[config.mk]
export PLATFORM = sky130hd
export DESIGN_NAME = constant_splitter_flat
export DESIGN_NICKNAME = d
export VERILOG_FILES = /design/src/rtl/constant_splitter_pkg.sv /design/src/rtl/constant_splitter_if.sv /design/src/rtl/constant_plan.sv /design/src/rtl/constant_splitter.sv /design/src/flat_wrapper.sv
export SDC_FILE = /design/constraint.sdc
export NUM_CORES = 1
export LEC_CHECK = 0
export ABC_AREA = 1
export CORE_MARGIN = 8
export CORE_UTILIZATION = 35
export DETAILED_ROUTE_END_ITERATION = 10
export MAX_ROUTING_LAYER = met4
export PLACE_DENSITY = 0.63
export RECOVER_POWER = 100
export SYNTH_ARGS = -nofsm -noshare
export SYNTH_HDL_FRONTEND = slang
export SYNTH_HIERARCHICAL = 1
export SYNTH_SLANG_ARGS = --single-unit
export TNS_END_PERCENT = 1
[constraint.sdc]
create_clock -name clock -period 1.5 [get_ports clock]
set_input_delay 0.3 -clock clock [delete_from_list [all_inputs] [get_ports clock]]
set_output_delay 0.3 -clock clock [all_outputs]
set_load 0.01 [all_outputs]
[src/rtl/constant_splitter_pkg.sv]
// Shared definitions for the constant splitter and the fetch-side immediate
// extender it feeds.
//   DATA_W   : width of a full constant (fixed by the ISA at 16)
//   CONST_W  : width of the constante field carried by one beat
//   mode_t   : extender mode carried on controle
//   state_t  : splitter sequencing state
package constant_splitter_pkg;

  localparam int DATA_W  = 16;
  localparam int CONST_W = 11;

  typedef enum logic [1:0] {
    MODE_SEXT = 2'b00,  // sign-extend constante[10:0]
    MODE_ZEXT = 2'b01,  // zero-extend constante[10:0]
    MODE_HI   = 2'b10   // constante[7:0] lands in [15:8], low byte zero
  } mode_t;

  typedef enum logic [1:0] {
    IDLE  = 2'b00,
    BEAT1 = 2'b01,
    BEAT2 = 2'b10
  } state_t;

endpackage

[src/rtl/constant_splitter_if.sv]
// Stream bundle around the constant splitter.
//   valor / valor_valid / valor_ready           : constants coming in
//   controle / constante / merge / last /
//   beat_valid / beat_ready                     : extender beats going out
// master : the side that supplies constants and consumes beats
// slave  : the splitter itself
interface constant_splitter_if #(
  parameter int DATA_W  = constant_splitter_pkg::DATA_W,
  parameter int CONST_W = constant_splitter_pkg::CONST_W
);

  logic [DATA_W-1:0]  valor;
  logic               valor_valid;
  logic               valor_ready;
  logic [1:0]         controle;
  logic [CONST_W-1:0] constante;
  logic               merge;
  logic               last;
  logic               beat_valid;
  logic               beat_ready;

  modport master (
    output valor, valor_valid, beat_ready,
    input  valor_ready, controle, constante, merge, last, beat_valid
  );

  modport slave (
    input  valor, valor_valid, beat_ready,
    output valor_ready, controle, constante, merge, last, beat_valid
  );

endinterface

[src/rtl/constant_plan.sv]
// Combinational classifier: decides how a 16-bit constant is rebuilt by the
// extender, trying the cheapest single-beat form first.
//   valor        in  : constant to encode
//   two_beats    out : constant needs a high beat plus a merged low beat
//   first_mode   out : extender mode of the first (or only) beat
//   first_const  out : constante field of the first (or only) beat
//   second_const out : constante field of the merged low beat
module constant_plan
  import constant_splitter_pkg::*;
#(
  parameter int ALLOW_ZEXT = 1
) (
  input  logic [DATA_W-1:0]  valor,
  output logic               two_beats,
  output mode_t              first_mode,
  output logic [CONST_W-1:0] first_const,
  output logic [CONST_W-1:0] second_const
);

  logic sext_ok;
  logic zext_ok;
  logic low_zero;

  // Bits 15..10 identical means the value is reachable by sign-extending 11 bits.
  assign sext_ok  = (valor[15:10] == {6{valor[15]}});
  assign zext_ok  = (ALLOW_ZEXT != 0) && (valor[15:11] == 5'd0);
  assign low_zero = (valor[7:0] == 8'd0);

  // The low beat is only used in the two-beat form, always zero-extended and
  // ORed over the high beat, so its field never depends on the classification.
  assign second_const = {3'b000, valor[7:0]};

  always_comb begin
    two_beats   = 1'b0;
    first_mode  = MODE_SEXT;
    first_const = valor[10:0];
    if (sext_ok) begin
      first_mode = MODE_SEXT;
    end else if (zext_ok) begin
      first_mode = MODE_ZEXT;
    end else begin
      // Either the high byte alone suffices, or it is followed by a merged low beat.
      first_mode  = MODE_HI;
      first_const = {3'b000, valor[15:8]};
      two_beats   = !low_zero;
    end
  end

endmodule

[src/rtl/constant_splitter.sv]
// Splits a full 16-bit constant into the minimal sequence of extender beats
// that rebuilds it (OR-ing merged beats into the previous one).
//   clock    in  : single clock, rising edge
//   reset_n  in  : asynchronous active-low reset
//   bus      slave modport of constant_splitter_if
//              valor/valor_valid/valor_ready : incoming constants
//              controle/constante/merge/last/beat_valid/beat_ready : beats out
//   n_pares  out : saturating count of constants that needed two beats
module constant_splitter #(
  parameter int DATA_W     = constant_splitter_pkg::DATA_W,
  parameter int CONST_W    = constant_splitter_pkg::CONST_W,
  parameter int ALLOW_ZEXT = 1
) (
  input  logic               clock,
  input  logic               reset_n,
  constant_splitter_if.slave bus,
  output logic [15:0]        n_pares
);

  import constant_splitter_pkg::*;

  state_t             state_reg;
  mode_t              controle_reg;
  logic [CONST_W-1:0] constante_reg;
  logic [CONST_W-1:0] second_reg;
  logic               merge_reg;
  logic               last_reg;
  logic               beat_valid_reg;
  logic [15:0]        n_pares_reg;

  logic [DATA_W-1:0]  valor_in;
  logic               two_beats;
  mode_t              first_mode;
  logic [CONST_W-1:0] first_const;
  logic [CONST_W-1:0] second_const;

  logic               final_taken;
  logic               accept;
  logic               advance;
  logic               pair_done;

  assign valor_in = bus.valor;

  constant_plan #(
    .ALLOW_ZEXT (ALLOW_ZEXT)
  ) u_plan (
    .valor        (valor_in),
    .two_beats    (two_beats),
    .first_mode   (first_mode),
    .first_const  (first_const),
    .second_const (second_const)
  );

  // A new constant may only enter when nothing is pending or the final beat
  // leaves this very cycle; this gives one constant per cycle for single-beat
  // encodings and blocks acceptance while a non-final beat is outstanding.
  assign final_taken     = beat_valid_reg && last_reg && bus.beat_ready;
  assign bus.valor_ready = (state_reg == IDLE) || final_taken;
  assign accept          = bus.valor_valid && bus.valor_ready;
  assign advance         = (state_reg == BEAT1) && !last_reg && bus.beat_ready;
  assign pair_done       = (state_reg == BEAT2) && bus.beat_ready;

  always_ff @(posedge clock or negedge reset_n) begin
    if (!reset_n) begin
      state_reg      <= IDLE;
      controle_reg   <= MODE_SEXT;
      constante_reg  <= '0;
      second_reg     <= '0;
      merge_reg      <= 1'b0;
      last_reg       <= 1'b0;
      beat_valid_reg <= 1'b0;
      n_pares_reg    <= 16'd0;
    end else begin
      // accept and advance are exclusive: accept needs IDLE or a final beat.
      if (accept) begin
        state_reg      <= BEAT1;
        controle_reg   <= first_mode;
        constante_reg  <= first_const;
        second_reg     <= second_const;
        merge_reg      <= 1'b0;
        last_reg       <= !two_beats;
        beat_valid_reg <= 1'b1;
      end else if (advance) begin
        state_reg      <= BEAT2;
        controle_reg   <= MODE_ZEXT;
        constante_reg  <= second_reg;
        merge_reg      <= 1'b1;
        last_reg       <= 1'b1;
        beat_valid_reg <= 1'b1;
      end else if (final_taken) begin
        state_reg      <= IDLE;
        controle_reg   <= MODE_SEXT;
        constante_reg  <= '0;
        merge_reg      <= 1'b0;
        last_reg       <= 1'b0;
        beat_valid_reg <= 1'b0;
      end

      if (pair_done && (n_pares_reg != 16'hFFFF)) begin
        n_pares_reg <= n_pares_reg + 16'd1;
      end
    end
  end

  assign bus.controle   = controle_reg;
  assign bus.constante  = constante_reg;
  assign bus.merge      = merge_reg;
  assign bus.last       = last_reg;
  assign bus.beat_valid = beat_valid_reg;
  assign n_pares        = n_pares_reg;

endmodule

[src/flat_wrapper.sv]
// flat-port wrapper written by rule: the top's interface ports become plain ports
module constant_splitter_flat import constant_splitter_pkg::*;
#(
  parameter int DATA_W     = constant_splitter_pkg::DATA_W,
  parameter int CONST_W    = constant_splitter_pkg::CONST_W,
  parameter int ALLOW_ZEXT = 1
)
  (clock, reset_n, n_pares, bus_valor, bus_valor_valid, bus_beat_ready, bus_valor_ready, bus_controle, bus_constante, bus_merge, bus_last, bus_beat_valid);
  constant_splitter_if #(.DATA_W(DATA_W), .CONST_W(CONST_W)) bus_i ();
  input  logic clock;
  input  logic reset_n;
  output logic [15:0] n_pares;
  input wire logic [$bits(bus_i.valor)-1:0] bus_valor;
  input wire logic [$bits(bus_i.valor_valid)-1:0] bus_valor_valid;
  input wire logic [$bits(bus_i.beat_ready)-1:0] bus_beat_ready;
  output wire logic [$bits(bus_i.valor_ready)-1:0] bus_valor_ready;
  output wire logic [$bits(bus_i.controle)-1:0] bus_controle;
  output wire logic [$bits(bus_i.constante)-1:0] bus_constante;
  output wire logic [$bits(bus_i.merge)-1:0] bus_merge;
  output wire logic [$bits(bus_i.last)-1:0] bus_last;
  output wire logic [$bits(bus_i.beat_valid)-1:0] bus_beat_valid;
  assign bus_i.valor = bus_valor;
  assign bus_i.valor_valid = bus_valor_valid;
  assign bus_i.beat_ready = bus_beat_ready;
  assign bus_valor_ready = bus_i.valor_ready;
  assign bus_controle = bus_i.controle;
  assign bus_constante = bus_i.constante;
  assign bus_merge = bus_i.merge;
  assign bus_last = bus_i.last;
  assign bus_beat_valid = bus_i.beat_valid;
  constant_splitter #(.DATA_W(DATA_W), .CONST_W(CONST_W), .ALLOW_ZEXT(ALLOW_ZEXT)) u_core (.clock(clock), .reset_n(reset_n), .bus(bus_i), .n_pares(n_pares));
endmodule
==> key figures <==
Status
  – Result of the run: completed

Floorplanning
  – Die Ht: 102 um
  – Starting Density: 36.0%
  – Top-Level Pins: 53
  – Core footprint: 7250 sq um
  – Die area: 10500 sq um
  – Die span in x: 102 um
  – Cell row count: 31

Synth
  – Share of the yosys chip area belonging to registers: 42.1%
  – Post-Synth Simple-Gate Area: 41.1%
  – Synthesis Warnings: 6
  – Register bit total from synthesis: 44
  – Fraction of synthesized area in multiplexers: 0%
  – Post-synthesis instance area: 2610 sq um
  – Library cell with the largest summed area after synthesis: sky130_fd_sc_hd__dfrtp_1
  – Adder-cell area share of the yosys netlist: 0.479%
  – Main combinational cell family by area after synthesis: simple AND/OR/NAND/NOR gates
  – Xor and xnor fraction of the mapped netlist area: 1.68%
  – Fraction of the mapped netlist area in compound gates: 4.74%
  – Number of distinct library cell variants in the gate-level netlist after synthesis: 27
  – Area contributors post-synth: sky130_fd_sc_hd__dfrtp_1 42%, sky130_fd_sc_hd__nand2_1 26%, sky130_fd_sc_hd__nor2_1 4.5%
  – Synth cell count leaders: 178 x sky130_fd_sc_hd__nand2_1, 44 x sky130_fd_sc_hd__dfrtp_1, 31 x sky130_fd_sc_hd__nor2_1
  – Synthesized area per cell: 7.10 sq um
  – Count leader, synth: sky130_fd_sc_hd__nand2_1
  – Most instantiated flip-flop cell in the synthesis netlist: sky130_fd_sc_hd__dfrtp_1
  – Count of flip-flops with a built-in enable after synthesis: 0
  – Number of instances in the synthesized netlist: 368
  – Area share of the largest cell type after synthesis: 42.1%
  – Async SR Flop Fraction: 100%

Timing
  – Final count of negative-setup-slack endpoints: 0
  – WHS: 472 ps
  – Crit path setup slack, layout: 52.7 ps
  – Setup repair after global routing missed its margin: false
  – Slew at the pin closest to its max-slew limit: 611 ps
  – Fmax: 691 MHz
  – Setup TNS: 0 ps
  – Count of pins over their slew limit: 0
  – Relative slew slack: 59.3%
  – Share of the cycle needed by the critical path after routing: 96.5%
  – Shortest clock period the worst path allows after layout: 1450 ps
  – Final clock skew: 7.02 ps
  – Number of endpoints with negative hold slack in the final report: 0

Power
  – Pint: 3.20 mW
  – Clock network power share: 16.7%
  – P_sw: 2.01 mW
  – Pwr/cell area: 1510 nW/um^2
  – PnR Total Power: 5.22 mW
  – Combinational share of power: 44.7%
  – IR Drop Worst-Case VDD: 0.573 mV
  – Sequential power share: 38.5%
  – Switching share of total power: 38.6%
  – LEAKAGE: 1.79 nW

Clocking
  – Clock latency at the later pin of the worst-skew pair: 290 ps
  – Number of sinks handled by clock tree synthesis: 44
  – Total clock buffers created by CTS: 5
  – Clock-pin slew reported for the worst setup and hold paths after clock tree synthesis: 80 ps
  – CTS H-tree lvls: 2
  – Number of buffers on the longest clock path: 2
  – Clock tree from TritonCTS: done
  – Root cell of the clock tree: sky130_fd_sc_hd__clkbuf_8

Route
  – Number of DRC violations after detailed routing: 0
  – Final antenna-violating net count: 0
  – Detailed-route vias per instance: 4.59
  – Violation count after the first detailed-routing iteration: 68
  – Vias after detailed routing: 2472
  – Number of search-and-repair iterations in the first detailed-routing pass: 4
  – Routed wire length: 6330 um
  – Routed length per placed instance: 11.8 um

Placement
  – Post-place instance area: 3390 sq um
  – Number of placed cells counting well taps: 530
  – Detailed placer's ending HPWL: 4860 um
  – Final RePlAce weighted congestion: 0.885
  – Count of input and output buffers: 52
  – DP Worst Slack: -327 ps

Final layout
  – Multi-input gate area: 1280 sq um
  – Final standard cell area without fillers: 3450 sq um
  – Share of final-layout standard cells stronger than drive strength 1: 16.2%
  – Signed area change from the synthesized netlist to the final layout: 31.8%
  – Net count of the finished layout: 461
  – Fillcell total: 767
  – Register area: 1110 sq um
  – Utilization after layout: 47.5%
  – Number of cells in the finished layout apart from fillers: 538
  – Number of flip-flops under the largest register name: 16
  – Antenna diode instance count: 0

Global routing
  – Pin count of the biggest net entering global routing: 45
  – Leftover overflow at the end of global routing: 0
  – All-layer global routing usage: 13.2%
  – Initial antenna violation count: 0
  – Vias in the first global route: 2365
  – First-pass GRT wire length: 10800 um

Hold path
  – Worst min-delay path category: reg2reg
  – Depth of the worst hold-timing path: 2
  – Worst Hold Path EP: u_core/bus.constante[10]
  – Hold_sp: u_core/bus.constante[10]

Setup path
  – Ordered list of cells on the worst path: buf_4 > dlygate4sd2_1
  – Worst reg-to-reg path cell count: 9
  – RR Startpoint: u_core/n_pares[0]
  – Worst setup path startpoint: u_core/n_pares[0]
  – Delay of the slowest cell on the worst path: 410 ps
  – Worst path slowest cell: sky130_fd_sc_hd__dfrtp_2
  – Signal arrival time at the worst endpoint: 1150 ps
  – Required @ worst endpoint: 1200 ps
  – Critical path type: reg2out
  – Slack of the worst reg-to-reg path: 100 ps
  – Critical path capture point type: output pin
  – Biggest fanout along the worst timing path: 6
  – Kind of start point of the critical path: register
  – Crit Reg-Reg Endpoint: u_core/n_pares[6]

Job
  – # Max-Cap Violations: 0
## timing repair
item	in CTS	in global routing
setup endpoints to repair	33	22
pin swaps	0	2
gates cloned	0	0
setup buffers	0	1
endpoints found under the hold margin	44	0
hold buffers	1	0
gates resized for setup	39	9
## cell type report
class | instances | area share (%)
Inverter | 26 | 2.98
Clock inverter | 1 | 0.871
Sequential cell | 44 | 32.1
Tap cell | 99 | 3.59
Clock buffer | 5 | 2.00
Multi-Input combinational cell | 281 | 37.2
Timing Repair Buffer | 82 | 21.2
## critical path, delay by kind of cell, from the launching register on
family   cells  cell delay [ps]
buf+inv      2              450
flops        1              410
## per-layer routing
metal	share of wire (%)	global-route usage, %	up-vias
met1	43	14.6	1147
li1	-	-	1259
met2	51	23.1	58
met4	1.3	4.29	0
met3	4.4	2.72	8
met5	0	-	-
## worst max-delay path by stage
| stage | slack (ps) | cells after the start | end |
|---|---|---|---|
| after global routing | 5 | 9 | u_core/bus.constante[5] |
| after floorplan | 9 | 9 | u_core/n_pares[13] |
| after detailed placement | -330 | 4 | bus_valor_ready |
| final | 50 | 2 | n_pares[0] |
| after global placement | -320 | 4 | bus_valor_ready |
| after CTS | 20 | 9 | u_core/n_pares[6] |
## placed cells by master, fill, tap and decap left out, types with 4 or more instances in the layout
cell type and n:
sky130_fd_sc_hd__nor2_4 5, sky130_fd_sc_hd__xor2_1 4, sky130_fd_sc_hd__o21ai_0 13, sky130_fd_sc_hd__clkbuf_8 5, sky130_fd_sc_hd__nand2_1 178, sky130_fd_sc_hd__o21ai_1 5
sky130_fd_sc_hd__dlygate4sd2_1 32, sky130_fd_sc_hd__inv_2 5, sky130_fd_sc_hd__inv_1 20, sky130_fd_sc_hd__buf_12 4, sky130_fd_sc_hd__nand4_1 4, sky130_fd_sc_hd__buf_4 18
sky130_fd_sc_hd__nand2_2 4, sky130_fd_sc_hd__nor2_2 9, sky130_fd_sc_hd__dfrtp_2 5, sky130_fd_sc_hd__dfrtp_1 39, sky130_fd_sc_hd__clkdlybuf4s50_1 18, sky130_fd_sc_hd__nand3_1 17
sky130_fd_sc_hd__nor2_1 28
## power groups by stage
stage | clock network [mW] | registers (mW) | logic [mW]
after floorplan | 0 | 2.16 | 1.19
after global placement | 0 | 2.04 | 2.56
after detailed placement | 0 | 2.05 | 2.60
after CTS | 0.910 | 2.02 | 2.38
after global routing | 0.944 | 2.08 | 2.62
final | 0.872 | 2.01 | 2.33
## cell families after synthesis
| kind of cell | after synthesis |
|---|---|
| adder cells (fa/ha/maj) | 1 |
| AND/OR/NAND/NOR | 250 |
| flip-flops | 44 |
| XOR/XNOR | 5 |
| other | 1 |
| AO/OA/AOI/OAI | 22 |
| buffers and inverters | 45 |
Power figures use the tool's default switching activity.
